===== src/rtl/req_outstanding_tracker.sv =====
// Caps in-flight requests and tags each returning response with the {we, addr} of the request it answers.
// Build option: define REQ_TRACK_ERR_STICKY_EN to hold err_o until reset instead of pulsing it.
module req_outstanding_tracker #(
  parameter int unsigned NumOutstanding = 2,
  parameter int unsigned AW             = 32,
  parameter int unsigned DW             = 32
) (
  input  logic                                clk_i,
  input  logic                                rst_ni,
  input  logic                                req_i,
  output logic                                gnt_o,
  input  logic                                we_i,
  input  logic [AW-1:0]                       addr_i,
  input  logic [DW-1:0]                       data_i,
  input  logic [DW/8-1:0]                     be_i,
  output logic                                r_valid_o,
  output logic                                r_we_o,
  output logic [AW-1:0]                       r_addr_o,
  output logic                                req_o,
  input  logic                                gnt_i,
  output logic                                we_o,
  output logic [AW-1:0]                       addr_o,
  output logic [DW-1:0]                       data_o,
  output logic [DW/8-1:0]                     be_o,
  input  logic                                r_valid_i,
  output logic [$clog2(NumOutstanding+1)-1:0] outstanding_o,
  output logic                                full_o,
  output logic                                err_o
);

  localparam int unsigned CW = $clog2(NumOutstanding + 1);
  localparam int unsigned PW = (NumOutstanding > 1) ? $clog2(NumOutstanding) : 1;

  logic [CW-1:0] count_q;
  logic [PW-1:0] wr_ptr_q, rd_ptr_q;
  logic          fifo_we_q   [NumOutstanding];
  logic [AW-1:0] fifo_addr_q [NumOutstanding];
  logic          err_q;

  logic full, empty, push, pop, spurious;

  assign full     = (count_q == CW'(NumOutstanding));
  assign empty    = (count_q == '0);
  assign push     = req_o & gnt_i;
  assign pop      = r_valid_i & ~empty;
  // A response with nothing tracked is spurious even if a grant lands in the same cycle.
  assign spurious = r_valid_i & empty;

  assign req_o  = req_i & ~full;
  assign gnt_o  = gnt_i & req_o;
  assign we_o   = we_i;
  assign addr_o = addr_i;
  assign data_o = data_i;
  assign be_o   = be_i;

  assign r_valid_o     = pop;
  assign r_we_o        = empty ? 1'b0 : fifo_we_q[rd_ptr_q];
  assign r_addr_o      = empty ? '0   : fifo_addr_q[rd_ptr_q];
  assign outstanding_o = count_q;
  assign full_o        = full;
  assign err_o         = err_q;

  function automatic logic [PW-1:0] ptr_inc(input logic [PW-1:0] p);
    return (p == PW'(NumOutstanding - 1)) ? '0 : p + PW'(1);
  endfunction

  always_ff @(posedge clk_i or negedge rst_ni) begin
    if (!rst_ni) begin
      count_q  <= '0;
      wr_ptr_q <= '0;
      rd_ptr_q <= '0;
      err_q    <= 1'b0;
      for (int i = 0; i < int'(NumOutstanding); i++) begin
        fifo_we_q[i]   <= 1'b0;
        fifo_addr_q[i] <= '0;
      end
    end else begin
      count_q <= count_q + CW'(push) - CW'(pop);
      if (push) begin
        fifo_we_q[wr_ptr_q]   <= we_i;
        fifo_addr_q[wr_ptr_q] <= addr_i;
        wr_ptr_q              <= ptr_inc(wr_ptr_q);
      end
      if (pop) begin
        rd_ptr_q <= ptr_inc(rd_ptr_q);
      end
`ifdef REQ_TRACK_ERR_STICKY_EN
      err_q <= err_q | spurious;
`else
      err_q <= spurious;
`endif
    end
  end

endmodule


===== config.mk =====
export PLATFORM = sky130hd
export DESIGN_NAME = req_outstanding_tracker
export DESIGN_NICKNAME = d
export VERILOG_FILES = /design/src/rtl/req_outstanding_tracker.sv
export SDC_FILE = /design/constraint.sdc
export NUM_CORES = 1
export LEC_CHECK = 0
export CORE_MARGIN = 8
export CORE_UTILIZATION = 41
export DETAILED_ROUTE_END_ITERATION = 10
export HOLD_SLACK_MARGIN = 0.15
export PLACE_DENSITY = 0.81
export SLEW_MARGIN = 20
export SYNTH_ARGS = -nofsm -noshare
export SYNTH_HDL_FRONTEND = slang
export SYNTH_SLANG_ARGS = --single-unit

===== constraint.sdc =====
create_clock -name clk_i -period 2.1 [get_ports clk_i]
set_input_delay 0.315 -clock clk_i [delete_from_list [all_inputs] [get_ports clk_i]]
set_output_delay 0.315 -clock clk_i [all_outputs]
set_load 0.02 [all_outputs]

# Word-level counts from Yosys, hierarchy flattened
# Index checks and enable logic that the tools add are counted.
# word_totals
reg_bits	71
input_bits	74
out_inout_bits	109
elab_cells	42
# classes
addsub	4
n_lt_le_gt_ge	3
eq_ne	1
n_mux	16
bitwise_logic	8
n_reduce_logical	2
# op_table
cell	n
$mux W32	5
$bwmux W64	1
$demux W32 S1	1
$mux W1	7
$and A1 B1 Y1	4
$ge A2 B2 Y1 const B	2
$not A1 Y2	2
$add A1 B1 Y1 const B	2
$add A2 B1 Y2	1
$bwmux W2	1
$eq A2 B2 Y1 const B	1
$logic_not A2 Y1	1
$lt A2 B1 Y1 const B	1
$not A1 Y1	2
$sub A2 B1 Y2	1
$demux W1 S1	1
$logic_and A1 B1 Y1	1

# Longest topological paths before layout
# Gate-level depths: netlist of the first run.
# depth
depth_word	6
mapped_depth	7
ltp_nobuf	7

# Worst setup path after synthesis of the first run
# No wires, ideal clock.
# synth_timing
path_type	register to register
startpoint	register count_q[1], in the netlist outstanding_o[1]
endpoint	register count_q[1], in the netlist outstanding_o[1]
setup_ps	81
arrival_time_ps	1857
required_ps	2019
setup_slack_ps	162
path_stages_with_launch	8
n_path_buf	0
synth_period_minus_slack_ps	1938
cell_sequence	dfrtp_1 > nor2_1 > nor2b_1 > ha_1 > inv_1 > ha_1 > xnor2_1 > xnor2_1
# synth_between
word_cells_on_any_way	9
cone_classes	add/sub: 2; eq/ne: 1; bitwise: 5; reduce/logical: 1
# synth_lines
item	line_no	rtl
start: declaration	34	logic [CW-1:0] count_q;
start signal: assignment	78	count_q <= count_q + CW'(push) - CW'(pop);
$logic_not A2 Y1	43	assign empty = (count_q == '0);
$not A1 Y1	45	assign pop = r_valid_i & ~empty;
$and A1 B1 Y1	45	
named net r_valid_o	16	output logic r_valid_o,
$sub A2 B1 Y2	78	
# The timed path passes the listed nets, and every way through them passes these cells.
# A chain may end at the register's enable or synchronous reset.

# Worst setup path in the final report of the first run
# layout_timing
startpoint	register count_q[0], in the netlist outstanding_o[0]
endpoint	output port full_o
# layout_between
elab_chain_len	1
# layout_lines
item	line_no	rtl
$eq A2 B2 Y1	42	assign full = (count_q == CW'(NumOutstanding));
end: declaration	27	output logic full_o,
# Every way passes these cells.

==> results of run 1 <==
-- flip-flops by register name, indices dropped and copies added, names as in the netlist --
name and count:
err_o 1, wr_ptr_q 1, fifo_we_q 2, fifo_addr_q 64
outstanding_o 2, rd_ptr_q 1
-- kinds of logic (layout without fill, tap and decap cells) --
| group | Yosys count | count (layout) | synth area share |
|---|---|---|---|
| muxes | 99 | 99 | 0.2893 |
| adders and majority gates | 2 | 2 | 0.006742 |
| buffers and inverters | 85 | 141 | 0.1642 |
| DFF | 71 | 71 | 0.4788 |
| xor gates and xnor gates | 4 | 4 | 0.009442 |
| and+or+nand+nor | 42 | 42 | 0.05159 |
-- worst max-delay path, cell delays in order, from the launching register on --
cell and delay (ns):
dfrtp_1 0.43, nand2b_2 0.23, inv_2 0.10, clkdlybuf4s50_1 0.61
-- layout by cell type, fill, tap and decap left out, types with 2 or more instances in the layout --
cell type        Yosys  layout
xor2_1               2       2
buf_4               69       5
dfrtp_1             71      70
and2_1               2       2
buf_12               0       5
ha_1                 2       2
nor2_1              35      34
clkbuf_8             0      11
xnor2_1              2       2
mux2i_1             33      33
inv_1                2       2
clkdlybuf4s50_1      0      74
clkinv_2             0       2
mux2_2              65      65
dlygate4sd2_1        0      35
-- power groups by stage --
stage	combinational (mW)	clock [mW]	sequential [mW]
6_report	3.74	1.12	2.43
4_1_cts	3.83	1.17	2.44
3_3_place_gp	4.13	0	2.40
3_5_place_dp	4.19	0	2.46
5_1_grt	4.07	1.22	2.51
2_1_floorplan	2.61	0	2.37
-- area by class of cell --
type	count	share of cell area
clock buffers	11	0.03238
clock inverters	5	0.01204
repair buffers	122	0.2590
well taps	108	0.02890
flip-flops and latches	71	0.3803
multi-input cells	147	0.2850
inverters	3	0.002408
-- layer usage --
layer | vias up | share of wire
li1 | 1047 | -
met4 | 0 | 0.018
met1 | 1115 | 0.40
met5 | - | 0
met2 | 78 | 0.51
met3 | 28 | 0.075
-- worst paths after layout --
check / to / cells past startpoint / startpoint
max: full_o / 3 / outstanding_o[0]
max in group asynchronous: fifo_addr_q[59] / 3 / rst_ni
min in group clk_i: fifo_addr_q[38] / 1 / fifo_addr_q[38]
min reg2reg: fifo_addr_q[38] / 1 / fifo_addr_q[38]
max reg2reg: fifo_addr_q[55] / 5 / outstanding_o[0]
min: fifo_addr_q[19] / 2 / rst_ni
-- repair_timing --
item,4_1_cts,5_1_grt
hold buffers,1,0
setup endpoints to repair,34,0
resized for setup,37,0
hold endpoints to repair,18,0
==> flow_summary.json, run 1 <==
{
  "finalClockSkew_ns": 0.006180,
  "dp.cells": 450,
  "grt_max_degree": 35,
  "cts_htree_levels": 3,
  "crit_arrival_ns": 1.70,
  "start_util": 0.4235,
  "placed_cell_area_um2": 4493,
  "yosysMostFrequentCell": "dfrtp_1",
  "status": "complete, no violations",
  "p_clk_frac": 0.153,
  "gr-total-overflow": 0,
  "clk_latency_ns": 0.34,
  "clockBufferDepth": 2,
  "final_nets": 430,
  "p_leak_nw": 2.154,
  "maxCapViolCount": 0,
  "drtIter0Drc": 43,
  "multi_input_area_um2": 1333,
  "reg2reg_slack_ns": 0.48,
  "clk_root_buffer_cell": "clkbuf_8",
  "internal_power_mw": 4.487,
  "fin_area_um2": 4676,
  "cts_buffers": 9,
  "die_h_um": 111.1,
  "use_met3": 0.04870,
  "postCtsSetupBuffers": 0,
  "use_met2": 0.2262,
  "syn_nets": 379,
  "ir_drop_v": 0.0007217,
  "area_growth_pct": 25.99,
  "via_per_inst": 4.857,
  "timing.hold.ws_ns": 0.4860,
  "io_pins": 183,
  "tns_ns": 0,
  "fp.dieW_um": 111.1,
  "wl_per_cell_um": 17.37,
  "critPathKind": "reg -> out",
  "maxSlewHeadroom": 0.6460,
  "rsz0062_at_grt": "false",
  "fin_util": 0.5336,
  "clock-sinks": 71,
  "num_rows": 34,
  "drc": 0,
  "worst_slew_pin_slew_ns": 0.5310,
  "comb_power_share": 0.513,
  "gp_congestion": 0.6986,
  "ys_ff_latch": 71,
  "synth_top_cell_by_area": "dfrtp_1",
  "power_mw": 7.289,
  "endpoint_kind": "primary output",
  "fin_crit_sh": 0.9613,
  "final.setup.worst_slack_ns": 0.08130,
  "regArea_um2": 1778,
  "power_density_nw_per_um2": 1559,
  "ys_seq_area_frac": 0.4788,
  "synthArstFlopShare": 1.000,
  "die_area_um2": 12350,
  "grt_antenna_before_repair": 0,
  "place_hpwl_um": 5750,
  "fmax_ghz": 0.4954,
  "ys_top_cells_by_area": "dfrtp_1 48%, mux2_2 20%, buf_4 14%, mux2i_1 8.9%, nor2_1 3.5%",
  "hold_path_class": "in -> async",
  "crit_path_start_kind": "flop",
  "seqPwrFrac": 0.333,
  "hold_viol": 0,
  "slew_violations": 0,
  "cts.clk_slew.worst_paths_ns": 0.07,
  "diodes": 0,
  "vias": 2268,
  "cts_tree": "done",
  "fin_cells": 467,
  "synth-edff-count": 0,
  "synth_flop_cell": "dfrtp_1",
  "critPathRequiredTime_ns": 1.78,
  "crit_fanout": 4,
  "final_layout_size_suffix_gt1_frac": 0.2758,
  "syn_inst": 303,
  "firstDrtPassIters": 4,
  "top_usage_layer": "met2",
  "fp.coreArea_um2": 8763,
  "wl_um": 8113,
  "synthDistinctLibCells": 20,
  "setup_viol": 0,
  "place_ws_ns": 0.07911,
  "io_buffer_count": 110,
  "period_needed_ns": 2.019,
  "switching_share": 0.3844,
  "synth_top_area_frac": 0.4788,
  "fillCellCount": 779,
  "grt_use_met1": 0.1423,
  "grt_pass1_vias": 2538,
  "drtAntennaViolNets": 0,
  "syn_avg_cell_area_um2": 12.25,
  "synthTopCellsByCount": "71 x dfrtp_1, 69 x buf_4, 65 x mux2_2, 35 x nor2_1, 33 x mux2i_1",
  "ys_warn_count": 0,
  "grt_pass1_wl_um": 13350,
  "netlist_area_um2": 3711,
  "grt_usage": 0.1322,
  "p_switching_mw": 2.802
}
(Power assumes the default switching activity.)
==> run 2: changes to the inputs <==
--- a/config.mk
+++ b/config.mk
@@ -8,7 +8,8 @@
 export CORE_MARGIN = 8
 export CORE_UTILIZATION = 41
 export DETAILED_ROUTE_END_ITERATION = 10
-export HOLD_SLACK_MARGIN = 0.15
+export GPL_TIMING_DRIVEN = 0
+export HOLD_SLACK_MARGIN = 0.06
 export PLACE_DENSITY = 0.81
 export SLEW_MARGIN = 20
 export SYNTH_ARGS = -nofsm -noshare
==> run 2 against run 1 <==
Critical path depth unchanged; routed wire length increased by 17%; worst setup slack gained 0.012 ns; maximum frequency grew 0.58%; clock power decreased by 18%; total power grew 1.4%; via count is 19% higher; die area stayed put; sequential cell count is the same; combinational power up 8.3%; final area increased by 18%; register-to-register slack got worse by 0.17 ns.
==> flow_summary.json, run 2 (synthesis gave the netlist of run 1 again) <==
{
  "critPathRequiredTime_ns": 1.78,
  "cts_buffers": 9,
  "internal_power_mw": 4.482,
  "slowest_delay_ns": 0.61,
  "top_register": "fifo_addr_q",
  "largest_reg_flops": 64,
  "critPathSlowestCell": "clkdlybuf4s50_1",
  "die_h_um": 111.1,
  "via_per_inst": 4.668,
  "cts.clk_slew.worst_paths_ns": 0.08,
  "grt_max_degree": 44,
  "crit_fanout": 4,
  "start_util": 0.4235,
  "final_nets": 540,
  "reg2reg_depth": 5,
  "critPathKind": "reg -> out",
  "mostFrequentLayoutCells": "110 x clkdlybuf4s50_1, 73 x buf_4, 70 x dfrtp_1",
  "io_buffer_count": 146,
  "ir_drop_v": 0.0007121,
  "use_met3": 0.06277,
  "final_layout_size_suffix_gt1_frac": 0.3675,
  "endpoint_kind": "primary output",
  "fp.dieW_um": 111.1,
  "fillCellCount": 732,
  "place_hpwl_um": 7405,
  "maxSlewHeadroom": 0.6868,
  "grt_pass1_vias": 2925,
  "clk_root_buffer_cell": "clkbuf_8",
  "setup_viol": 0,
  "power_density_nw_per_um2": 1337,
  "fp.coreArea_um2": 8763,
  "die_area_um2": 12350,
  "switching_share": 0.3937,
  "grt_pass1_wl_um": 15500,
  "hold_viol": 0,
  "use_met2": 0.2731,
  "io_pins": 183,
  "top_usage_layer": "met2",
  "fin_crit_sh": 0.9557,
  "crit_arrival_ns": 1.69,
  "reg2reg_slack_ns": 0.31,
  "slew_violations": 0,
  "grt_usage": 0.1531,
  "layout_commonest_cell": "clkdlybuf4s50_1",
  "p_leak_nw": 2.641,
  "p_clk_frac": 0.124,
  "cts_htree_levels": 3,
  "fmax_ghz": 0.4983,
  "drtIter0Drc": 53,
  "comb_power_share": 0.548,
  "wl_per_cell_um": 16.53,
  "gr-total-overflow": 0,
  "wl_um": 9520,
  "regArea_um2": 1778,
  "r2r_end": "fifo_addr_q[35]",
  "grt_use_met1": 0.1597,
  "area_growth_pct": 48.95,
  "hold_path_class": "in -> async",
  "finalClockSkew_ns": 0.008563,
  "rsz0062_at_grt": "false",
  "status": "complete, no violations",
  "diodes": 0,
  "clock-sinks": 71,
  "dp.cells": 558,
  "crit_chain": "nand2b_2 > inv_2 > clkdlybuf4s50_1",
  "num_rows": 34,
  "drtAntennaViolNets": 0,
  "crit_path_start_kind": "flop",
  "clk_latency_ns": 0.33,
  "fin_util": 0.6308,
  "drc": 0,
  "period_needed_ns": 2.007,
  "fin_cells": 576,
  "p_switching_mw": 2.911,
  "worst_slew_pin_slew_ns": 0.4682,
  "rr_startpoint": "outstanding_o[0]",
  "cts_tree": "done",
  "clockBufferDepth": 2,
  "vias": 2689,
  "grt_antenna_before_repair": 0,
  "firstDrtPassIters": 4,
  "maxCapViolCount": 0,
  "multi_input_area_um2": 1333,
  "seqPwrFrac": 0.328,
  "gp_congestion": 0.6903
}
-- run 2: changes by cell type in the layout (fill, tap and decap cells not counted) --
cell | previous run | this run
clkbuf_4 | 0 | 2
dlymetal6s2s_1 | 0 | 3
clkinv_2 | 2 | 3
buf_2 | 1 | 3
clkbuf_8 | 11 | 10
buf_4 | 5 | 73
buf_6 | 1 | 6
clkdlybuf4s50_1 | 74 | 110
buf_12 | 5 | 1
dlygate4sd2_1 | 35 | 32
clkinvlp_4 | 1 | 2
bufinv_16 | 1 | 0
-- run 2: repair_timing --
action | CTS | global route
endpoints found under the hold margin | 28 | 0
hold buffers | 1 | 0
buffers inserted | 2 | 0
setup endpoints to repair | 36 | 3
gates resized for setup | 48 | 4
pin swaps | 1 | 0
-- run 2: worst max-delay path: cells and delay by family, from the launching register on --
kind | cells | cell delay (ns)
AND/OR/NAND/NOR | 1 | 0.22
buffers and inverters | 2 | 0.71
flip-flops | 1 | 0.43
-- run 2: how the worst max path moves through the flow --
stage,from,end,slack [ns],cells after the start
5_1_grt,outstanding_o[0],r_addr_o[3],0.02,5
6_report,outstanding_o[0],full_o,0.09,3
3_3_place_gp,rst_ni,fifo_addr_q[27],-1.59,1
3_5_place_dp,outstanding_o[1],r_addr_o[12],-0.35,4
2_1_floorplan,outstanding_o[1],outstanding_o[1],0.16,7
4_1_cts,outstanding_o[1],r_addr_o[20],0.001,4
-- run 2: stage by stage --
stage / power, mW / worst slack, ns / TNS, ns / hold slack, ns / cell area (µm²)
after floorplan: 4.983 / 0.1623 / 0 / 0.01941 / 3711
after global placement: 6.687 / -1.591 / -121.77 / 0.4667 / 5308
after detailed placement: 6.815 / -0.3533 / -9.100 / 0.2620 / 5325
after CTS: 7.536 / 0.001049 / 0 / 0.4271 / 5519
after global routing: 7.909 / 0.02336 / 0 / 0.4493 / 5528
final: 7.393 / 0.09304 / 0 / 0.4215 / 5528
-- run 2: per-layer routing --
layer	routed length [µm]	up-vias
met5	0	-
met4	110	0
met3	878	12
met2	4842	121
met1	3689	1284
li1	-	1272
-- run 2: final cells by class --
| type | count | area share |
|---|---|---|
| sequential | 71 | 0.3216 |
| timing repair buffer | 150 | 0.2662 |
| multi-input combinational | 147 | 0.2411 |
| buffer | 82 | 0.1152 |
| tap | 108 | 0.02445 |
| clock buffer | 9 | 0.02241 |
| clock inverter | 6 | 0.007017 |
| inverter | 3 | 0.002037 |
-- run 2: power by group through the flow --
stage          logic, mW  clock network (mW)  registers, mW
2_1_floorplan       2.61                   0           2.37
3_3_place_gp        4.30                   0           2.39
3_5_place_dp        4.37                   0           2.44
4_1_cts             4.16               0.951           2.42
5_1_grt             4.39                1.00           2.51
6_report            4.05               0.915           2.42
==> run 3: changes to the inputs <==
==> constraint.sdc (replaced) <==
create_clock -name clk_i -period 2.3 [get_ports clk_i]
set_input_delay 0.345 -clock clk_i [delete_from_list [all_inputs] [get_ports clk_i]]
set_output_delay 0.345 -clock clk_i [all_outputs]
set_load 0.02 [all_outputs]
==> run 3 against run 2 <==
Sequential share of layout area is 0.49 points lower; first-iteration DRC count is 3.8% higher; sequential power is 8.7% lower; routed wire length is 0.44% higher; die area stayed put; non-clock buffer count stayed put.
==> flow_summary.json, run 3 (synthesis gave the netlist of run 1 again) <==
{
  "status": "complete, no violations",
  "cts.clk_slew.worst_paths_ns": 0.08,
  "maxCapViolCount": 0,
  "crit_fanout": 10,
  "finalClockSkew_ns": 0.007886,
  "regArea_um2": 1777,
  "grt_usage": 0.1526,
  "wl_met1_um": 3734,
  "wl_met3_um": 838,
  "top_register": "fifo_addr_q",
  "hold_path_class": "in -> async",
  "largest_reg_flops": 64,
  "cts_htree_levels": 3,
  "fin_area_um2": 5609,
  "setup_viol": 0,
  "period_needed_ns": 2.200,
  "drc": 0,
  "switching_share": 0.3833,
  "multi_input_area_um2": 1333,
  "endpoint_kind": "primary output",
  "slowest_delay_ns": 0.55,
  "grt_pass1_wl_um": 15490,
  "firstDrtPassIters": 4,
  "crit_chain": "nor2_4 > clkbuf_4 > nor2_1 > clkdlybuf4s50_1",
  "final_nets": 540,
  "fp.coreArea_um2": 8763,
  "io_buffer_count": 146,
  "p_leak_nw": 2.846,
  "start_util": 0.4235,
  "reg2reg_slack_ns": 0.51,
  "fillCellCount": 704,
  "drtIter0Drc": 55,
  "gr-total-overflow": 0,
  "area_growth_pct": 51.15,
  "die_area_um2": 12350,
  "timing.hold.ws_ns": 0.4538,
  "clk_latency_ns": 0.33,
  "p_switching_mw": 2.661,
  "ir_drop_v": 0.0006827,
  "crit_family": "buffers and inverters",
  "gp_congestion": 0.6903,
  "hold_viol": 0,
  "critPathRequiredTime_ns": 1.96,
  "vias": 2688,
  "slew_violations": 0,
  "die_h_um": 111.1,
  "fin_crit_sh": 0.9565,
  "seqPwrFrac": 0.319,
  "wl_per_cell_um": 16.60,
  "power_density_nw_per_um2": 1238,
  "comb_power_share": 0.561,
  "io_pins": 183,
  "drtAntennaViolNets": 0,
  "fmax_ghz": 0.4546,
  "grt_pass1_vias": 2908,
  "final_layout_size_suffix_gt1_frac": 0.3654,
  "critPathSlowestCell": "clkdlybuf4s50_1",
  "path_buf_inv": 2,
  "placed_cell_area_um2": 5325,
  "clockBufferDepth": 2,
  "top_layer_used": "met4",
  "cts_tree": "done",
  "place_hpwl_um": 7405,
  "num_rows": 34,
  "critPathKind": "reg -> out",
  "clk_root_buffer_cell": "clkbuf_8",
  "cts_buffers": 9,
  "wl_met2_um": 4915,
  "crit_path_start_kind": "flop",
  "clock-sinks": 71,
  "via_per_inst": 4.667,
  "crit_arrival_ns": 1.85,
  "rsz0062_at_grt": "false",
  "diodes": 0,
  "fin_util": 0.6401,
  "layout_commonest_cell": "clkdlybuf4s50_1",
  "internal_power_mw": 4.281,
  "maxSlewHeadroom": 0.6865,
  "wl_um": 9562,
  "mostFrequentLayoutCells": "115 x clkdlybuf4s50_1, 72 x buf_4, 71 x dfrtp_1",
  "worst_slew_pin_slew_ns": 0.4687,
  "p_clk_frac": 0.120,
  "grt_antenna_before_repair": 0,
  "fp.dieW_um": 111.1,
  "grt_max_degree": 44
}
run 3: final cells by class:
cell class                 count  area share
sequential                    71      0.3168
timing repair buffer         150      0.2782
multi-input combinational    147      0.2376
buffer                        82      0.1124
tap                          108     0.02409
clock buffer                   9     0.02208
clock inverter                 6    0.006915
inverter                       3    0.002008
run 3: power groups by stage:
stage                     clock network (mW)  registers, mW  logic [mW]
after floorplan                            0           2.16        2.38
after global placement                     0           2.18        3.93
after detailed placement                   0           2.23        3.99
after CTS                              0.868           2.21        4.05
after global routing                   0.914           2.30        4.20
final                                  0.833           2.21        3.90
run 3: worst paths after layout:
check                            startpoint              end  cells past startpoint
setup / recovery           outstanding_o[1]     r_addr_o[22]                      4
max in group asynchronous            rst_ni  fifo_addr_q[51]                      3
hold / removal                       rst_ni  fifo_addr_q[44]                      2
min in group clk_i          fifo_addr_q[42]  fifo_addr_q[42]                      1
setup reg to reg           outstanding_o[0]  fifo_addr_q[35]                      5
hold reg to reg             fifo_addr_q[42]  fifo_addr_q[42]                      1
run 3: timing repair:
action,in CTS,in global routing
endpoints found under the hold margin,28,0
pin swaps,1,1
gates resized for setup,19,26
hold buffers,1,0
setup endpoints to repair,34,26
setup buffers,1,1
run 3: stage by stage:
step	power [mW]	setup slack [ns]	instances	TNS, ns
after floorplan	4.549	0.3623	303	0
final	6.942	0.1000	576	0
after global placement	6.105	-1.421	557	-104.51
after CTS	7.127	-0.01411	575	-0.01539
after global routing	7.413	0.0007587	576	0
after detailed placement	6.222	-0.1833	558	-3.889
run 3: worst reg2reg max path, stage by stage (launching register included):
cell	delay (ns)
dfrtp_1	0.43
nand2b_2	0.18
inv_2	0.06
nor3_4	0.42
buf_6	0.23
mux2_2	0.35
run 3: metal layers:
metal,global-route usage,vias to the layer above
li1,-,1266
met1,0.1610,1298
met2,0.2711,115
met3,0.06223,9
met4,0.04622,0
met5,0,-
==> RTL change 1 (settings of run 3) <==
Set the parameter `AW` to 64 (it was 32).
--- a/src/rtl/req_outstanding_tracker.sv
+++ b/src/rtl/req_outstanding_tracker.sv
@@ -4,3 +4,3 @@
   parameter int unsigned NumOutstanding = 2,
-  parameter int unsigned AW             = 32,
+  parameter int unsigned AW             = 64,
   parameter int unsigned DW             = 32
Ports: changed (resized addr_i, addr_o and r_addr_o); port bits go from 183 to 279. No check against the original RTL was run, so the function may have changed too.
==> RTL change 1 against run 3 <==
Routed wire length is 88% higher; largest cell class unchanged; clock skew up 0.00082 ns; power up 100%; worst setup slack worse by 0.0082 ns; area after synthesis up 91%; register-to-register slack better by 0.03 ns; sequential cell count is 64 higher; non-clock buffer count grew 144; cell area increased by 86%; largest power group unchanged; worst hold slack gained 0.0087 ns.
==> RTL change 1: results (changes against run 3) <==
status=finished clean; Pleak=0.00500 µW (+76%); xor/xnor share of the synthesized area=0.495% (-0.45 points); DRT iter0 DRCs=127 (+130%); first-pass GRT wire length=28,100 µm (+82%); Post-CTS Repair Setup Buffers=0 (-1); pre-CTS setup slack=-0.187 ns (-0.00393 ns); Avg WL per Cell=17.2 µm (+3.6%); vias in the first global route=5,175 (+78%); layout cell share with drive strength beyond 1=36.7% (+0.12 points); Setup Skew=0.00870 ns (+0.000818 ns); crit path max fanout=4 (-6); Post-Synth Adder-Cell Area=0.354% (-0.32 points); max FFs per register=128 (+100%); dpl hpwl=13,500 µm (+83%); Critical Path Source=outstanding_o[0]$_DFF_PN0_; met3 Use GR=6.06% (-0.16 points); Post-Place Cell Area=9810 µm² (+84%); # H-tree levels=4 (+1); WL met2=9180 µm (+87%); Peak VDD IR=0.552 mV (-19%); met3 wire length=1430 µm (+71%); met1 WL=7180 µm (+92%); GR Util met1=18.2% (+2.1 points); later-pin clock latency in the skew report=0.41 ns (+0.08 ns); post-synthesis mux area share=32.6% (+3.6 points); Clk pin slew, worst setup/hold paths=0.06 ns (-0.02 ns); GPL Wtd Cong=0.730 (+5.7%); Netlist cell types=22 (+10%); vias per cell=4.65 (-0.36%)
RTL change 1: changes by cell type after synthesis, sizes merged:
cell | run 3 | this run
nor2 | 35 | 67
mux2i | 33 | 65
mux2 | 66 | 130
dfrtp | 71 | 135
buf | 79 | 127
RTL change 1: path summary, 6_finish.rpt:
path	endpoint	cells past startpoint	slack, ns
max in group asynchronous	outstanding_o[1]$_DFF_PN0_	3	1.11
min reg2reg	fifo_addr_q[13]$_DFFE_PN0P_	1	0.50
max	r_valid_o	3	0.09
min	fifo_addr_q[122]$_DFFE_PN0P_	2	0.46
max reg2reg	fifo_addr_q[85]$_DFFE_PN0P_	6	0.54
min in group clk_i	fifo_addr_q[13]$_DFFE_PN0P_	1	0.50
RTL change 1: area by class of cell:
| cell class | count | area, µm² |
|---|---|---|
| clock inverter | 13 | 124 |
| inverter | 3 | 11.3 |
| sequential | 135 | 3380 |
| clock buffer | 19 | 443 |
| fill | 1407 | 6640 |
| tap | 225 | 282 |
| timing repair buffer | 247 | 2430 |
| multi-input combinational | 275 | 2680 |
| buffer | 129 | 1070 |
RTL change 1: through the flow:
| step | util, % | total power, µW | std cells | hold WS [ns] |
|---|---|---|---|---|
| after CTS | 60.8 | 14300 | 1044 | 0.474 |
| after detailed placement | 57.5 | 12100 | 1011 | 0.316 |
| after floorplan | - | 8930 | 543 | 0.0494 |
| final | 61.0 | 14100 | 1046 | 0.463 |
| after global routing | 61.0 | 15000 | 1046 | 0.508 |
| after global placement | 57.3 | 12000 | 1010 | 0.486 |
RTL change 1: where the power goes:
part           switching [µW]  leakage (µW)  internal, µW
Clock                    1060      0.000270          1520
Combinational            3620       0.00313          3690
Sequential                665       0.00160          3600
Total                    5340       0.00500          8810
==> RTL change 2 (flow settings as in run 3) <==
Made on the original files. Put one more register stage on the output `err_o`, cleared by the reset. The value now appears one clock later. The other outputs are not delayed to match.
--- a/src/rtl/req_outstanding_tracker.sv
+++ b/src/rtl/req_outstanding_tracker.sv
@@ -60,3 +60,9 @@
   assign full_o        = full;
-  assign err_o         = err_q;
+  always_ff @(posedge clk_i or negedge rst_ni) begin
+    if (!rst_ni) begin
+      err_o <= '0;
+    end else begin
+      err_o <= err_q;
+    end
+  end
 
Formal check against the unedited RTL: not equivalent (a bounded check fails within 4 cycles, from zero or initial values and one cycle with rst_ni low).
==> RTL change 2 against run 3 <==
Cell area up 1.2%; die area up 0.58%; power up 4.9%; area after synthesis up 0.67%; routed wire length up 1.0%; via count up 1.8%; sequential cell count up 1; worst setup slack worse by 0.031 ns; first-iteration DRC count down 18%; critical path type unchanged; largest cell class unchanged; largest power group unchanged; highest routed layer unchanged.
==> RTL change 2: results (changes against run 3) <==
status=finished clean; Biggest register=fifo_addr_q; Post-synth ARST share=100% (unchanged); Yosys warning total=0 (unchanged); Pleak=0.00279 µW (-2.1%); WL met2=4900 µm (-0.37%); Clock power frac=15.3% (+3.3 points); Netlist cell types=20 (unchanged); CTS max path bufs=2 (unchanged); drt first pass iters=3 (-1); PortBufs=146 (unchanged); Critical Path AT=1.89 ns (+0.04 ns); met1 WL=3880 µm (+3.8%); later-pin clock latency in the skew report=0.34 ns; pre-CTS setup slack=-0.229 ns (-0.0453 ns); Synth Net Count=380 (+0.26%); Ant. Diodes=0 (unchanged); DR vias=2,737 (+1.8%); sequential area share after synthesis=48.2% (+0.35 points); highest routed layer=met4; Setup TNS Final=0 ns (unchanged); GPL Wtd Cong=0.721 (+4.4%); CP peak stage delay=0.61 ns (+0.06 ns); max FFs per register=64 (unchanged); crit path max fanout=10 (unchanged); DRT iter0 DRCs=45 (-18%); switching share of power=37.2% (-1.2 points); synth top area cells=dfrtp_1, mux2_2, buf_4; Largest delay share family, worst path=buffers and inverters; Worst-Margin Slew=0.460 ns (-0.00848 ns); Worst path slowest cell=clkdlybuf4s50_1; first-pass GRT wire length=15,900 µm (+2.5%); largest net degree at the start of global routing=39 (-11%); final WL=9660 µm (+1.0%); Int Pwr=4570 µW (+6.8%); placed insts=562 (+0.72%); CTS Buf Count=9 (unchanged); Nets=541 (+0.19%); layout cell share with drive strength beyond 1=36.4% (-0.16 points); Clk pin slew, worst setup/hold paths=0.08 ns (about the same); Post-synth top cells=dfrtp_1, buf_4, mux2_2; Layout Cells excl Fill=581 (+0.87%); Setup Skew=0.00955 ns (+0.00167 ns); dpl hpwl=7390 µm (-0.20%); gr usage total=15.6% (+0.36 points); syn_area_per_cell=12.3 µm² (+0.34%); Post-Place Cell Area=5350 µm² (+0.54%); hold crit path type=flop to flop; clk root buf=clkbuf_8; met3 wire length=801 µm (-4.4%); Comb power=3920 µW; vias in the first global route=2,980 (+2.5%); Peak VDD IR=0.736 mV (+7.8%)
==> RTL change 2: worst register-to-register path, delay by kind of cell, from the launching register on <==
kind                   cells  cell delay [ns]
multiplexers               1             0.34
buffers and inverters      2             0.30
AND/OR/NAND/NOR            2             0.58
flip-flops                 1             0.42
==> RTL change 2: worst paths after layout <==
check | end | startpoint | cells after the start | slack (ns)
max in group asynchronous | fifo_addr_q[15]$_DFFE_PN0P_ | rst_ni | 3 | 1.23
min reg2reg | err_o$_DFF_PN0_ | err_q$_DFF_PN0_ | 0 | 0.36
min | err_o$_DFF_PN0_ | err_q$_DFF_PN0_ | 0 | 0.36
min in group asynchronous | fifo_addr_q[59]$_DFFE_PN0P_ | rst_ni | 2 | 0.51
max | r_addr_o[2] | rd_ptr_q$_DFFE_PN0P_ | 5 | 0.07
max reg2reg | fifo_addr_q[52]$_DFFE_PN0P_ | outstanding_o[0]$_DFF_PN0_ | 5 | 0.54
==> RTL change 2: logic make-up after synthesis <==
kind of cell               Yosys count  share of synthesized area (%)
and+or+nand+nor                     42                           5.12
DFF                                 72                           48.2
muxes                               99                           28.7
xor gates and xnor gates             4                          0.938
buffers and inverters               85                           16.3
adders and majority gates            2                          0.670
==> RTL change 2: metal layers <==
layer  GRT usage (%)  vias up
met5               0        -
met4            4.44        0
met3            6.34        7
met2            27.3      114
met1            16.9     1341
li1                -     1275
==> RTL change 2: final cells by class <==
type,instances,area [µm²]
flip-flops and latches,72,1800
plain buffers,82,631
clock inverters,5,80.1
inverters,3,11.3
multi-input cells,147,1330
clock buffers,11,141
fillers,723,3350
repair buffers,150,1540
well taps,111,139
==> RTL change 2: what timing repair did <==
action	4_1_cts	5_1_grt
hold endpoints to repair	34	0
hold buffers	1	0
gates resized for setup	20	19
pin swaps	1	0
endpoints found under the setup margin	35	21
buffers inserted	2	0
